--- config.mk ---
export PLATFORM = sky130hd
export DESIGN_NAME = spi_cmd_decoder
export DESIGN_NICKNAME = d
export VERILOG_FILES = /design/src/rtl/spi_cmd_decoder.sv
export SDC_FILE = /design/constraint.sdc
export NUM_CORES = 1
export LEC_CHECK = 0
export ABC_AREA = 1
export BUFFER_PORTS_ARGS = -buffer_cell sky130_fd_sc_hd__buf_2
export CAP_MARGIN = 40
export CORE_MARGIN = 5
export CORE_UTILIZATION = 48
export DETAILED_ROUTE_END_ITERATION = 8
export HOLD_SLACK_MARGIN = 0.03
export PLACE_DENSITY = 0.86
export SLEW_MARGIN = 25
export SYNTH_ARGS = -nofsm -noshare
export SYNTH_HDL_FRONTEND = slang
export SYNTH_SLANG_ARGS = --single-unit
--- constraint.sdc ---
create_clock -name clk -period 1.3 [get_ports clk]
set_clock_uncertainty 0.1 [all_clocks]
set_input_delay 0.195 -clock clk [delete_from_list [all_inputs] [get_ports clk]]
set_output_delay 0.195 -clock clk [all_outputs]
set_load 0.01 [all_outputs]
--- src/rtl/spi_cmd_decoder.sv ---
// Framed SPI command decoder: opcode, address, data bytes -> register file strobes,
// with prefetched read data handed back to the SPI shifter one byte ahead.
module spi_cmd_decoder #(
    parameter int ADDR_W = 7
) (
    input  logic              clk,
    input  logic              rst_,
    input  logic              frame_active,
    input  logic              rx_valid,
    input  logic [7:0]        rx_data,
    input  logic [7:0]        reg_rdata,
    output logic              reg_we,
    output logic              reg_re,
    output logic [ADDR_W-1:0] reg_addr,
    output logic [7:0]        reg_wdata,
    output logic [7:0]        tx_data,
    output logic              tx_load,
    output logic              cmd_err
);

    localparam logic [7:0] OP_NOP   = 8'h00;
    localparam logic [7:0] OP_WRITE = 8'h01;
    localparam logic [7:0] OP_READ  = 8'h02;

    typedef enum logic [2:0] {IDLE, CMD, ADDR, WDATA, RDATA, DRAIN} state_t;

    state_t            state;
    logic              is_read;
    logic              armed;
    logic [ADDR_W-1:0] addr;
    logic              accept;

    assign accept = rx_valid && frame_active;

    always_ff @(posedge clk or negedge rst_) begin
        if (!rst_) begin
            state     <= IDLE;
            is_read   <= 1'b0;
            armed     <= 1'b0;
            addr      <= '0;
            reg_we    <= 1'b0;
            reg_re    <= 1'b0;
            reg_addr  <= '0;
            reg_wdata <= 8'h00;
            tx_data   <= 8'h00;
            tx_load   <= 1'b0;
            cmd_err   <= 1'b0;
        end else begin
            reg_we  <= 1'b0;
            reg_re  <= 1'b0;
            tx_load <= 1'b0;
            cmd_err <= 1'b0;

            // A frame already in progress when reset lifts is never decoded;
            // decoding only starts after the select has been seen idle once.
            if (!frame_active)
                armed <= 1'b1;

            // Register file answers combinationally to the address presented with
            // reg_re; a frame cut in the meantime leaves the shift byte untouched.
            if (reg_re && frame_active) begin
                tx_data <= reg_rdata;
                tx_load <= 1'b1;
            end

            if (!frame_active) begin
                state <= IDLE;
            end else begin
                case (state)
                    IDLE: begin
                        if (armed)
                            state <= CMD;
                    end
                    CMD: begin
                        if (accept) begin
                            case (rx_data)
                                OP_WRITE: begin
                                    is_read <= 1'b0;
                                    state   <= ADDR;
                                end
                                OP_READ: begin
                                    is_read <= 1'b1;
                                    state   <= ADDR;
                                end
                                OP_NOP: state <= DRAIN;
                                default: begin
                                    cmd_err <= 1'b1;
                                    state   <= DRAIN;
                                end
                            endcase
                        end
                    end
                    ADDR: begin
                        if (accept) begin
                            addr <= rx_data[ADDR_W-1:0];
                            if (is_read) begin
                                // Prefetch so the first data byte can return this location.
                                reg_re   <= 1'b1;
                                reg_addr <= rx_data[ADDR_W-1:0];
                                state    <= RDATA;
                            end else begin
                                state <= WDATA;
                            end
                        end
                    end
                    WDATA: begin
                        if (accept) begin
                            reg_we    <= 1'b1;
                            reg_addr  <= addr;
                            reg_wdata <= rx_data;
                            addr      <= addr + ADDR_W'(1);
                        end
                    end
                    RDATA: begin
                        if (accept) begin
                            reg_re   <= 1'b1;
                            reg_addr <= addr + ADDR_W'(1);
                            addr     <= addr + ADDR_W'(1);
                        end
                    end
                    DRAIN: state <= DRAIN;
                    default: state <= IDLE;
                endcase
            end
        end
    end

endmodule

==> impl_metrics.tcl <==
set metrics [dict create \
    outcome "finished with violations" \
    violations "negative setup slack" \
    final_area_um2 2980 \
    cts_tree "yes" \
    async_flop_share 1.00 \
    hpwlAfterDp_um 3830 \
    area_growth_pct 41.8 \
    grt_max_degree 40 \
    crit_type "reg -> reg" \
    met2_usage 0.337 \
    use_met3 0.0414 \
    post-route-drc-count 0 \
    worstSkewPairLatency_ns 0.30 \
    cts.sinks 39 \
    ios 47 \
    yosysWarnings 0 \
    p_leak_uw 0.00159 \
    layout-drive-gt1-share 0.407 \
    clockRootBuffer "clkbuf_8" \
    hold_depth 3 \
    detail_route.wl_per_cell_um 15.8 \
    drt-total-wl_um 6530 \
    use_met1 0.248 \
    yosysTopAreaCell "dfrtp_1" \
    track_usage 0.200 \
    min_period_over_period 1.17 \
    fin_ws_ns -0.222 \
    grt.busiest_layer "met2" \
    rr_startpoint "state[1]$_DFFE_PN0P_" \
    ant_nets 0 \
    fill_cells 285 \
    synth_edf_count 0 \
    antenna_found_initial 0 \
    fin_setup_tns_ns -3.62 \
    r2r_setup_slack_ns -0.22 \
    tightest_slew_ns 0.283 \
    io_buffers 46 \
    hold_path.class "in -> reg" \
    endpoint_kind "register" \
    synth_most_common_cell "nand2_1" \
    cts_buffer_depth 2 \
    drv_slew 0 \
    cts_buffers 5 \
    grt_pass1_wl_um 9690 \
    postPlaceCellArea_um2 2550 \
    fp.dieArea_um2 5800 \
    fp.dieW_um 76.1 \
    start_util 0.489 \
    gp_congestion 0.909 \
    fin_crit_ns 1.52 \
    syn_area_um2 2100 \
    ff2ff_path_depth 6 \
    viasPerCell 5.54 \
    ys_ff_latch 39 \
    synth_cell_types 26 \
    worstHoldStart "rx_data[7]" \
    layout.nets 381 \
    p_per_area_nw_per_um2 1770 \
    finalPower_uw 5270 \
    grt-ovfl-total 0 \
    setup_viol 26 \
    critPathRequiredTime_ns 1.37 \
    n_antenna_cell 0 \
    r2r-end "addr[5]$_DFFE_PN0P_" \
    syn_nets 293 \
    cap_viol_max_count 0 \
    die_h_um 76.1 \
    min_to "reg_wdata[7]$_DFFE_PN0P_" \
    first_global_vias 2023 \
    drtIter0Drc 245 \
    critPathLaunchType "register" \
    core_region_area_um2 4290 \
    fmax_mhz 657 \
    yosysSeqAreaShare 0.465 \
    cts_max_level 2 \
    num_rows 24 \
    hold_viol 0 \
    syn_avg_cell_area_um2 7.72 \
    synth_area_leaders "dfrtp_1 (46%), nand2_1 (20%), nand3_1 (5.2%)" \
    worstPathArrival_ns 1.60 \
    netlist_instances 272 \
    slew_headroom 0.810 \
    yosysTopAreaCellShare 0.465 \
    vias 2289 \
    cp_max_fo 5 \
    cts.reportedPaths.clkPinSlew_ns 0.07 \
    ys_top_cells_by_count "nand2_1 (110), dfrtp_1 (39), inv_1 (25)" \
    yosys_most_used_dff "dfrtp_1" \
    rsz0062_at_grt "true" \
    peakVddDrop_uv 633 \
    first_pass_iters 6 \
]
==> critical path, stage by stage, from the launching register on <==
cell and delay, ns:
dfrtp_2 0.47, nor2_4 0.17, nand2_4 0.12, nand2_4 0.11
nand2_4 0.08, a21oi_1 0.25, a21oi_2 0.10
==> stage by stage <==
stage	worst slack (ns)	std cells	hold slack, ns	util
3_3_place_gp	-0.0784	387	0.0773	0.594
4_1_cts	-0.107	410	0.0626	0.662
2_1_floorplan	0.00294	272	-0.201	-
6_report	-0.222	413	0.0550	0.693
3_5_place_dp	-0.126	387	0.0789	0.594
5_1_grt	-0.288	413	0.0685	0.693
==> layout make-up <==
class,count,area (um2),share of cell area
clock buffers,6,82.6,0.0277
well taps,52,65.1,0.0219
repair buffers,85,598,0.201
multi-input cells,199,1080,0.364
inverters,30,133,0.0446
clock inverters,2,35.0,0.0118
flip-flops and latches,39,978,0.329
==> routing by layer <==
metal,vias up,part of all wire
met2,151,0.49
met4,0,0.039
li1,1030,-
met1,1066,0.38
met5,-,0
met3,42,0.092
==> cells in the final DEF (no fill, tap or decap), types with 4 or more instances in the layout <==
cell / count
buf_2: 46
buf_4: 23
buf_6: 4
clkbuf_8: 6
dfrtp_1: 37
dlygate4sd3_1: 9
inv_1: 21
nand2_1: 95
nand2_2: 16
nand3_1: 17
nand3_2: 4
nor2_1: 15
nor2_2: 7
nor2_4: 5
o21ai_0: 5
o21ai_2: 11
==> kinds of logic after synthesis <==
group / count (synthesis) / share of synthesized area
DFF: 39 / 0.465
and+or+nand+nor: 170 / 0.365
buffers and inverters: 34 / 0.0715
AOI/OAI and AO/OA: 28 / 0.0930
adders and majority gates: 1 / 0.00596
==> state kept, by name, indices dropped and copies added (netlist names) <==
| signal | cells |
|---|---|
| reg_wdata | 8 |
| tx_data | 8 |
| addr | 7 |
| reg_addr | 7 |
| state | 3 |
| armed | 1 |
| cmd_err | 1 |
| is_read | 1 |
| reg_re | 1 |
| reg_we | 1 |
| tx_load | 1 |
==> where the power goes <==
part / switching [uW] / total [uW] / internal (uW)
clock: 448 / 1070 / 621
combinational: 1360 / 2320 / 957
sequential: 297 / 1880 / 1590
total: 2110 / 5270 / 3160
==> worst max-delay path by stage <==
stage	from	end	slack, ns	cells after the start
after global placement	state[2]$_DFFE_PN0P_	reg_addr[0]$_DFFE_PN0P_	-0.08	7
final	state[1]$_DFFE_PN0P_	addr[5]$_DFFE_PN0P_	-0.22	6
after detailed placement	state[1]$_DFFE_PN0P_	reg_addr[4]$_DFFE_PN0P_	-0.13	8
after floorplan	state[2]$_DFFE_PN0P_	reg_wdata[6]$_DFFE_PN0P_	0.003	7
after CTS	state[0]$_DFFE_PN0P_	reg_addr[2]$_DFFE_PN0P_	-0.11	7
after global routing	state[1]$_DFFE_PN0P_	addr[5]$_DFFE_PN0P_	-0.29	8
==> timing repair <==
item                                   CTS  global route
gates resized for setup                 14            30
pin swaps                                1            15
buffers inserted                         6             3
hold buffers                             9             0
endpoints found under the hold margin   47             0
setup endpoints to repair               26            28
Power figures use the tool's default switching activity.
